==> src/rtl/mand_dispatcher_pkg.sv <==
// Shared types and constants for the Mandelbrot frame dispatcher.
// Coordinates are signed Q4.23 fixed point held in COORD_W-bit two's complement.
package mand_dispatcher_pkg;
   localparam int COORD_W = 27;
   localparam int FRAC_W  = 23;
   localparam logic [31:0] RESULT_CONVERGED = 32'hFFFF_FFFF;

   typedef enum logic [1:0] {
      IDLE   = 2'd0,
      LAUNCH = 2'd1,
      WAIT   = 2'd2,
      EMIT   = 2'd3
   } state_e;
endpackage

==> src/rtl/mand_coord_gen.sv <==
// Raster-order pixel counters and c accumulators for the dispatcher.
// load restarts the walk at (0,0) with fresh config; advance steps one pixel.
module mand_coord_gen
   import mand_dispatcher_pkg::*;
#(
   parameter int WIDTH  = 640,
   parameter int HEIGHT = 480,
   parameter int XW     = 10,
   parameter int YW     = 9
)(
   input  logic               clock,
   input  logic               reset,
   input  logic               load,
   input  logic               advance,
   input  logic [COORD_W-1:0] x_min,
   input  logic [COORD_W-1:0] y_max,
   input  logic [COORD_W-1:0] step,
   output logic [XW-1:0]      x,
   output logic [YW-1:0]      y,
   output logic [COORD_W-1:0] c_re,
   output logic [COORD_W-1:0] c_im,
   output logic               last_in_row,
   output logic               last_pixel
);
   logic [XW-1:0]      x_q, x_d;
   logic [YW-1:0]      y_q, y_d;
   logic [COORD_W-1:0] c_re_q, c_re_d;
   logic [COORD_W-1:0] c_im_q, c_im_d;
   logic [COORD_W-1:0] x_min_q, x_min_d;
   logic [COORD_W-1:0] step_q, step_d;

   assign last_in_row = (x_q == XW'(WIDTH - 1));
   assign last_pixel  = last_in_row && (y_q == YW'(HEIGHT - 1));
   assign x    = x_q;
   assign y    = y_q;
   assign c_re = c_re_q;
   assign c_im = c_im_q;

   always_comb begin
      x_d     = x_q;
      y_d     = y_q;
      c_re_d  = c_re_q;
      c_im_d  = c_im_q;
      x_min_d = x_min_q;
      step_d  = step_q;
      if (load) begin
         x_min_d = x_min;
         step_d  = step;
         x_d     = '0;
         y_d     = '0;
         c_re_d  = x_min;
         c_im_d  = y_max;
      end else if (advance) begin
         // Row wrap: imaginary axis walks downward from y_max.
         if (last_in_row) begin
            x_d    = '0;
            y_d    = y_q + 1'b1;
            c_re_d = x_min_q;
            c_im_d = c_im_q - step_q;
         end else begin
            x_d    = x_q + 1'b1;
            c_re_d = c_re_q + step_q;
         end
      end
   end

   always_ff @(posedge clock or negedge reset) begin
      if (!reset) begin
         x_q     <= '0;
         y_q     <= '0;
         c_re_q  <= '0;
         c_im_q  <= '0;
         x_min_q <= '0;
         step_q  <= '0;
      end else begin
         x_q     <= x_d;
         y_q     <= y_d;
         c_re_q  <= c_re_d;
         c_im_q  <= c_im_d;
         x_min_q <= x_min_d;
         step_q  <= step_d;
      end
   end
endmodule

==> src/rtl/mand_dispatcher.sv <==
// Frame-level initiator for one mand_solver: raster walk, solver launch, pixel stream.
// Optional MAND_DISPATCHER_STATS_EN adds converged_cnt and max_count outputs.
module mand_dispatcher
   import mand_dispatcher_pkg::*;
#(
   parameter int WIDTH  = 640,
   parameter int HEIGHT = 480,
   parameter int XW     = 10,
   parameter int YW     = 9
)(
   input  logic               clock,
   input  logic               reset,
   input  logic               start,
   input  logic [COORD_W-1:0] x_min,
   input  logic [COORD_W-1:0] y_max,
   input  logic [COORD_W-1:0] step,
   input  logic [9:0]         iter_limit,
   output logic               busy,
   output logic               frame_done,
   output logic               solver_reset,
   output logic [COORD_W-1:0] solver_c_re,
   output logic [COORD_W-1:0] solver_c_im,
   output logic [9:0]         solver_iters,
   input  logic               solver_out_ready,
   input  logic [31:0]        solver_out,
   // pix stream: a record transfers on a clock edge with pix_valid and pix_ready
   // both high; pix_valid/pix_x/pix_y/pix_count hold until then.
   output logic               pix_valid,
   input  logic               pix_ready,
   output logic [XW-1:0]      pix_x,
   output logic [YW-1:0]      pix_y,
   output logic [31:0]        pix_count,
`ifdef MAND_DISPATCHER_STATS_EN
   output logic [31:0]        converged_cnt,
   output logic [31:0]        max_count,
`endif
   output logic [1:0]         dbg_state
);
   state_e        state_q, state_d;
   logic          frame_done_q, frame_done_d;
   logic          pix_valid_q, pix_valid_d;
   logic [XW-1:0] pix_x_q, pix_x_d;
   logic [YW-1:0] pix_y_q, pix_y_d;
   logic [31:0]   pix_count_q, pix_count_d;
   logic [9:0]    iters_q, iters_d;
   logic          cg_load, cg_advance, cg_last_in_row, cg_last_pixel;
   logic [XW-1:0] cg_x;
   logic [YW-1:0] cg_y;

   mand_coord_gen #(.WIDTH(WIDTH), .HEIGHT(HEIGHT), .XW(XW), .YW(YW)) u_coord (
      .clock       (clock),
      .reset       (reset),
      .load        (cg_load),
      .advance     (cg_advance),
      .x_min       (x_min),
      .y_max       (y_max),
      .step        (step),
      .x           (cg_x),
      .y           (cg_y),
      .c_re        (solver_c_re),
      .c_im        (solver_c_im),
      .last_in_row (cg_last_in_row),
      .last_pixel  (cg_last_pixel)
   );

   assign busy         = (state_q != IDLE);
   assign solver_reset = (state_q == LAUNCH);
   assign frame_done   = frame_done_q;
   assign solver_iters = iters_q;
   assign pix_valid    = pix_valid_q;
   assign pix_x        = pix_x_q;
   assign pix_y        = pix_y_q;
   assign pix_count    = pix_count_q;
   assign dbg_state    = state_q;

   always_comb begin
      state_d      = state_q;
      frame_done_d = 1'b0;
      pix_valid_d  = pix_valid_q;
      pix_x_d      = pix_x_q;
      pix_y_d      = pix_y_q;
      pix_count_d  = pix_count_q;
      iters_d      = iters_q;
      cg_load      = 1'b0;
      cg_advance   = 1'b0;
      case (state_q)
         IDLE: begin
            if (start) begin
               iters_d = iter_limit;
               cg_load = 1'b1;
               state_d = LAUNCH;
            end
         end
         // solver_out_ready may still show the previous pixel here, so skip it.
         LAUNCH: state_d = WAIT;
         WAIT: begin
            if (solver_out_ready) begin
               pix_count_d = solver_out;
               pix_x_d     = cg_x;
               pix_y_d     = cg_y;
               pix_valid_d = 1'b1;
               state_d     = EMIT;
            end
         end
         EMIT: begin
            if (pix_ready) begin
               pix_valid_d = 1'b0;
               if (cg_last_pixel) begin
                  frame_done_d = 1'b1;
                  state_d      = IDLE;
               end else begin
                  cg_advance = 1'b1;
                  state_d    = LAUNCH;
               end
            end
         end
         default: state_d = IDLE;
      endcase
   end

   always_ff @(posedge clock or negedge reset) begin
      if (!reset) begin
         state_q      <= IDLE;
         frame_done_q <= 1'b0;
         pix_valid_q  <= 1'b0;
         pix_x_q      <= '0;
         pix_y_q      <= '0;
         pix_count_q  <= '0;
         iters_q      <= '0;
      end else begin
         state_q      <= state_d;
         frame_done_q <= frame_done_d;
         pix_valid_q  <= pix_valid_d;
         pix_x_q      <= pix_x_d;
         pix_y_q      <= pix_y_d;
         pix_count_q  <= pix_count_d;
         iters_q      <= iters_d;
      end
   end

`ifdef MAND_DISPATCHER_STATS_EN
   logic [31:0] conv_q, conv_d, max_q, max_d;
   logic        xfer, start_acc;

   assign xfer          = (state_q == EMIT) && pix_ready;
   assign start_acc     = (state_q == IDLE) && start;
   assign converged_cnt = conv_q;
   assign max_count     = max_q;

   always_comb begin
      conv_d = conv_q;
      max_d  = max_q;
      if (start_acc) begin
         conv_d = '0;
         max_d  = '0;
      end else if (xfer) begin
         // Negative counts other than -1 are not meaningful and are ignored.
         if (pix_count_q == RESULT_CONVERGED) begin
            conv_d = conv_q + 32'd1;
         end else if (!pix_count_q[31] && (pix_count_q > max_q)) begin
            max_d = pix_count_q;
         end
      end
   end

   always_ff @(posedge clock or negedge reset) begin
      if (!reset) begin
         conv_q <= '0;
         max_q  <= '0;
      end else begin
         conv_q <= conv_d;
         max_q  <= max_d;
      end
   end
`endif
endmodule

==> config.mk <==
export PLATFORM = sky130hd
export DESIGN_NAME = mand_dispatcher
export DESIGN_NICKNAME = d
export VERILOG_FILES = /design/src/rtl/mand_dispatcher_pkg.sv /design/src/rtl/mand_coord_gen.sv /design/src/rtl/mand_dispatcher.sv
export SDC_FILE = /design/constraint.sdc
export NUM_CORES = 1
export LEC_CHECK = 0
export CAP_MARGIN = 15
export CORE_MARGIN = 1.5
export CORE_UTILIZATION = 45
export CTS_BUF_LIST = sky130_fd_sc_hd__clkbuf_4 sky130_fd_sc_hd__clkbuf_8
export CTS_CLUSTER_SIZE = 25
export DETAILED_ROUTE_END_ITERATION = 7
export GPL_TIMING_DRIVEN = 0
export PLACE_DENSITY = 0.85
export SYNTH_ARGS = -nofsm -noshare
export SYNTH_HDL_FRONTEND = slang
export SYNTH_SLANG_ARGS = --single-unit
==> constraint.sdc <==
create_clock -name clock -period 6.95 [get_ports clock]
set_clock_uncertainty 0.15 [all_clocks]
set_input_delay 1.0425 -clock clock [delete_from_list [all_inputs] [get_ports clock]]
set_output_delay 1.0425 -clock clock [all_outputs]
set_load 0.05 [all_outputs]
==> metrics.cfg, run 1 <==
[worst_setup_path]
critical_path_class = primary input to flop
cpMaxStageDelayCell = clkbuf_1
worst-endpoint-required_ns = 7.12
r2r_end = u_coord.c_im[26]$_DFFE_PN0P_
end_kind = flop
reg2reg_from = u_coord.c_im[0]$_DFFE_PN0P_
arrival_ns = 3.59
reg2reg_depth = 12
crit_path_start_kind = primary input
crit_chain = clkdlybuf4s50_1 > nand2_1 > clkbuf_1 > clkbuf_1 > clkbuf_1 > a31oi_1
crit_buf_inv = 4
slowest_delay_ns = 0.61
crit_fanout = 10
crit_top_cell = clkbuf_1
crit_family = buffers and inverters
rrSetupSlack_ns = 3.71

[yosys]
synth_flop_cell = dfrtp_1
yosysSeqAreaShare = 0.439
syn_area_sq_um = 10900
syn_inst = 1194
synthTopCellsByArea = dfrtp_1, nand2_1, ha_1, mux2_2, a21oi_1
synth_top_area_cell = dfrtp_1
synth_seq_cells = 192
ys_async_sr_fraction = 1.00
yosysWarnings = 0
synth-edff-count = 0
yosysTopAreaCellShare = 0.439
ys_types = 76
syn_nets = 1383
synth.avg_cell_area_sq_um = 9.17

[drt]
via_count = 10082
wl_per_cell_um = 19.8
drcViolationCount = 0
antenna_left = 0
dr.pass1.iters = 8
wl_mm = 35.6
drtIter0Drc = 641
avgViaCountPerCell = 5.62

[power]
leakagePower_uw = 0.00643
switching_share = 0.520
powerDensity_nw_per_um2 = 569
vdd_drop_max_v = 0.000294
power_switching_uw = 4220
seq_power_share = 0.239
power_frac_clock = 0.095
comb_power_share = 0.666
intPower_uw = 3890

[sta]
hold-worst-slack_ns = 0.327
slew_headroom = 0.175
worst_slack_ns = 3.53
post-route-min-period_ns = 3.42
finalSetupViolations = 0
rsz0062_at_grt = no
clock.fmax_mhz = 293
tightest_slew_ns = 1.23
hold_violations = 0
fin_crit_sh = 0.492
fin_tns_setup_ns = 0
slew_viol_final = 0

[final_layout]
nets = 1651
finalInstanceArea_sq_um = 14300
layout.cells.non_filler = 1794
areaGrowthSynthToFinish_pct = 30.3
n_antenna_cell = 0
final_cell_mix = clkdlybuf4s50_1, nand2_1, dfrtp_1, a21oi_1, o21ai_0
mostFrequentLayoutCell = clkdlybuf4s50_1
drive_gt1_frac = 0.0820

[placement]
gp_congestion = 0.921
dp_cells = 1762
place_ws_ns = 3.10
place_hpwl_mm = 27.3
port_buffers = 248
place_area_sq_um = 13900

[clock_network]
clkLatencyLatePin_ns = 0.49
cts-buffers-inserted = 17
clkTransAtPathRegs_ns = 0.10
cts_htree_levels = 4
cts_tree = yes
ctsLongestPathBuffers = 2
cts.sinks = 192
cts-resized-gates = 0
post_cts_buffers = 0
ctsHoldBuffers = 0
clockRootBuffer = clkbuf_8

[min_path]
hold_class = flop to flop
min_to = u_coord.x_min_q[26]$_DFFE_PN0P_
hold_depth = 2
hp-start = u_coord.x_min_q[26]$_DFFE_PN0P_

[floorplan]
row_count = 56
core-area_sq_um = 23700
start_util = 0.462
die_height_um = 159
dieArea_sq_um = 25300
fp.dieW_um = 159
num_io_pins = 249

[grt]
track_usage = 0.283
antenna_found_initial = 0
overflow = 0
grt_pass1_vias = 10015
grt_pass1_wl_mm = 55.6
grt_max_degree = 101

[job]
drv_cap = 0

[outcome]
outcome = completed

-- layout make-up --
type | instances | area, sq um
Clock buffer | 18 | 241
Timing Repair Buffer | 249 | 2510
Clock inverter | 14 | 165
Multi-Input combinational cell | 890 | 5710
Inverter | 47 | 176
Fill cell | 2067 | 9420
Buffer | 65 | 259
Sequential cell | 192 | 4800
Tap cell | 319 | 399
-- flip-flops by register name, indices dropped and copies added, names as in the netlist --
register         count
dbg_state            2
frame_done           1
pix_count           32
pix_valid            1
pix_x               10
pix_y                9
solver_iters        10
u_coord.c_im        27
u_coord.c_re        27
u_coord.step_q      27
u_coord.x           10
u_coord.x_min_q     27
u_coord.y            9
-- worst register-to-register path: stages, from the launching register on --
cell	delay [ns]
dfrtp_1	0.40
inv_1	0.06
ha_1	0.21
inv_1	0.07
fa_1	0.20
a21o_1	0.15
nand4_1	0.16
a2111oi_0	0.87
o21ai_0	0.16
nand3_1	0.15
xor2_1	0.09
or3_1	0.32
a31oi_1	0.18
-- cells in the mapped netlist, types with 5 or more instances --
cell type / n
a21o_1: 29
a211oi_1: 8
a21oi_1: 82
o31ai_1: 10
inv_1: 47
nor3_1: 20
and3_1: 17
o21ai_0: 81
and2_1: 7
mux2_2: 52
nor2_1: 62
dfrtp_1: 192
a222oi_1: 5
o211ai_1: 5
a31oi_1: 14
nand3_1: 22
nand2_1: 230
xor2_1: 33
o21ai_1: 9
o21a_1: 8
o22ai_1: 8
nand4_1: 18
buf_1: 13
xnor2_1: 22
o21bai_1: 5
clkbuf_1: 40
buf_2: 11
ha_1: 59
-- metal layers --
layer | vias to the layer above | routed length (um) | GRT usage
met5 | - | 0 | 0
li1 | 4740 | - | -
met2 | 429 | 16700 | 0.474
met3 | 59 | 2470 | 0.0466
met4 | 0 | 928 | 0.0823
met1 | 4854 | 15500 | 0.378
-- through the flow --
step / total power [uW] / utilization
finish: 8110 / 0.602
global route: 8670 / 0.602
CTS: 8080 / 0.602
detailed placement: 7290 / 0.585
global placement: 7200 / 0.584
floorplan: 5710 / -
-- power by group through the flow --
stage | Combinational (uW) | Clock, uW | Sequential (uW)
final | 5410 | 769 | 1940
after global routing | 5860 | 827 | 1980
after CTS | 5370 | 784 | 1930
after detailed placement | 5340 | 0 | 1950
after global placement | 5270 | 0 | 1930
after floorplan | 2870 | 0 | 2840
-- cells by family (layout without fill, tap and decap cells) --
kind of cell | count (synthesis) | after routing | share of synthesized area
AO/OA/AOI/OAI | 311 | 311 | 0.183
XOR/XNOR | 55 | 55 | 0.0440
adder cells (fa/ha/maj) | 61 | 61 | 0.0711
buffers and inverters | 112 | 393 | 0.0398
flip-flops | 192 | 192 | 0.439
multiplexers | 56 | 56 | 0.0572
AND/OR/NAND/NOR | 407 | 407 | 0.166
-- how the worst max path moves through the flow --
stage | startpoint | to | slack [ns] | cells after the start
global placement | reset | u_coord.c_im[9]$_DFFE_PN0P_ | -3.23 | 1
global route | dbg_state[0]$_DFFE_PN0P_ | busy | 3.45 | 4
floorplan | u_coord.c_re[0]$_DFFE_PN0P_ | u_coord.c_re[26]$_DFFE_PN0P_ | 3.90 | 11
finish | start | u_coord.c_im[26]$_DFFE_PN0P_ | 3.53 | 6
detailed placement | start | u_coord.c_im[5]$_DFFE_PN0P_ | 3.10 | 6
CTS | dbg_state[0]$_DFFE_PN0P_ | busy | 3.51 | 4
Note: power is estimated with default switching activity, not from simulation.
==> inputs of run 2 (changes only) <==
==> constraint.sdc (replaced) <==
create_clock -name clock -period 3.4 [get_ports clock]
set_clock_uncertainty 0.15 [all_clocks]
set_input_delay 0.51 -clock clock [delete_from_list [all_inputs] [get_ports clock]]
set_output_delay 0.51 -clock clock [all_outputs]
set_load 0.05 [all_outputs]
==> metrics.cfg, run 2 (same netlist as run 1, synthesis figures left out) <==
[floorplan]
core-area_sq_um = 23700  ; unchanged
fp.dieW_um = 159  ; unchanged
dieArea_sq_um = 25300  ; unchanged
die_height_um = 159  ; unchanged
start_util = 0.462  ; unchanged
num_io_pins = 249  ; unchanged
row_count = 56  ; unchanged

[drt]
highest_layer = met4
drcViolationCount = 0  ; unchanged
via_count = 10051  ; -0.31%
wl_per_cell_um = 19.9  ; about the same
drtIter0Drc = 653  ; +1.9%
antenna_left = 0  ; unchanged
dr.pass1.iters = 5  ; -3
avgViaCountPerCell = 5.60  ; -0.36%
wl_mm = 35.6  ; +0.13%
wl_met2_mm = 16.8  ; +0.89%
wl_met3_mm = 2.37  ; -3.8%
wl_met1_mm = 15.7  ; +0.91%

[sta]
slew_headroom = 0.176  ; +0.00126
hold_violations = 0  ; unchanged
tightest_slew_ns = 1.23  ; -0.00187 ns
post-route-min-period_ns = 3.18
clock.fmax_mhz = 315
rsz0062_at_grt = no
fin_crit_sh = 0.935
slew_viol_final = 0  ; unchanged
fin_tns_setup_ns = 0  ; unchanged
finalSetupViolations = 0  ; unchanged

[worst_setup_path]
crit_fanout = 10  ; unchanged
crit_path_start_kind = flop
r2r_end = u_coord.c_im[26]$_DFFE_PN0P_
cpMaxStageDelayCell = clkbuf_1
rrSetupSlack_ns = 0.22  ; -3.49 ns
crit_buf_inv = 4  ; unchanged
crit_top_cell = clkbuf_1
worst-endpoint-required_ns = 3.58  ; -3.54 ns
crit_chain = inv_1 > ha_1 > nand2_1 > clkbuf_1 > clkbuf_1 > clkbuf_1 > a31oi_1
end_kind = flop
reg2reg_depth = 7  ; -5
critical_path_class = flop to flop
arrival_ns = 3.36  ; -0.23 ns
slowest_delay_ns = 0.63  ; +0.02 ns
crit_family = buffers and inverters
reg2reg_from = dbg_state[0]$_DFFE_PN0P_

[placement]
port_buffers = 248  ; unchanged
place_hpwl_mm = 27.3  ; unchanged
gp_congestion = 0.921  ; unchanged

[final_layout]
areaGrowthSynthToFinish_pct = 30.4  ; about the same
nets = 1652  ; +0.061%
final_cell_mix = clkdlybuf4s50_1, nand2_1, dfrtp_1, a21oi_1, o21ai_0
n_antenna_cell = 0  ; unchanged
mostFrequentLayoutCell = clkdlybuf4s50_1
drive_gt1_frac = 0.0820  ; about the same
largest_reg_flops = 32  ; unchanged

[min_path]
hp-start = u_coord.x_min_q[26]$_DFFE_PN0P_
hold_depth = 2  ; unchanged
min_to = u_coord.x_min_q[26]$_DFFE_PN0P_
hold_class = flop to flop

[clock_network]
clkLatencyLatePin_ns = 0.49  ; about the same
clockRootBuffer = clkbuf_8
ctsLongestPathBuffers = 2  ; unchanged
cts-buffers-inserted = 17  ; unchanged
cts.sinks = 192  ; unchanged
clkTransAtPathRegs_ns = 0.11  ; about the same
cts_htree_levels = 4  ; unchanged
cts_tree = yes

[grt]
antenna_found_initial = 0  ; unchanged
track_usage = 0.283  ; unchanged
grt_max_degree = 101  ; unchanged
grt_pass1_vias = 10015  ; unchanged
overflow = 0  ; unchanged
grt_pass1_wl_mm = 55.6  ; unchanged

[power]
vdd_drop_max_v = 0.000598  ; +100%
leakagePower_uw = 0.00644  ; about the same
power.total_uw = 16600  ; +100%
powerDensity_nw_per_um2 = 1160  ; +100%

[outcome]
outcome = completed

[job]
drv_cap = 0  ; unchanged

==> run 2: what timing repair did <==
| action | in CTS | in global routing |
|---|---|---|
| setup buffers | 0 | 0 |
| hold buffers | 1 | 0 |
| endpoints found under the hold margin | 99 | 0 |
| setup endpoints to repair | 0 | 1 |
| resized for setup | 0 | 1 |
==> run 2: power breakdown <==
part           total, uW  switching, uW  internal, uW
registers           3960            764          3200
logic              11100           6930          4130
clock network       1580            946           633
total              16600           8640          7960
==> run 2: final cells by class <==
class,count,area [sq um]
fill,2063,9410
multi-input combinational,890,5710
sequential,192,4800
timing repair buffer,250,2520
tap,319,399
buffer,65,259
clock buffer,18,241
inverter,47,176
clock inverter,14,165
==> run 2: worst max path at each step <==
| stage | startpoint | end | slack (ns) | depth (start not counted) |
|---|---|---|---|---|
| CTS | u_coord.c_im[0]$_DFFE_PN0P_ | u_coord.c_im[26]$_DFFE_PN0P_ | 0.10 | 12 |
| finish | dbg_state[0]$_DFFE_PN0P_ | u_coord.c_im[26]$_DFFE_PN0P_ | 0.22 | 7 |
| floorplan | u_coord.c_re[0]$_DFFE_PN0P_ | u_coord.c_re[26]$_DFFE_PN0P_ | 0.35 | 11 |
| global placement | reset | u_coord.c_im[9]$_DFFE_PN0P_ | -6.25 | 1 |
| detailed placement | start | u_coord.c_im[5]$_DFFE_PN0P_ | 0.09 | 6 |
| global route | dbg_state[0]$_DFFE_PN0P_ | u_coord.step_q[0]$_DFFE_PN0P_ | 0.09 | 8 |
==> run 2: worst reg2reg max path: stages (launching register included) <==
cell and delay, ns:
dfrtp_1 0.42, inv_1 0.12, ha_1 0.25, nand2_1 0.18, clkbuf_1 0.50, clkbuf_1 0.63, clkbuf_1 0.60, a31oi_1 0.17
==> run 2: per-stage QoR <==
step           hold slack (ns)  std cells  setup WS, ns  utilization  area [sq um]
6_report                 0.327       1795         0.222        0.603         14300
5_1_grt                  0.352       1795        0.0948        0.603         14300
4_1_cts                  0.328       1795         0.103        0.603         14300
3_5_place_dp             0.305       1762        0.0872        0.585         13900
3_3_place_gp             0.303       1761         -6.25        0.584         13800
2_1_floorplan           0.0644       1194         0.349            -         10900
==> run 2: per-layer routing <==
metal,global-route usage,vias up
met5,0,-
met4,0.0823,0
met3,0.0466,50
met2,0.474,414
met1,0.378,4845
li1,-,4742
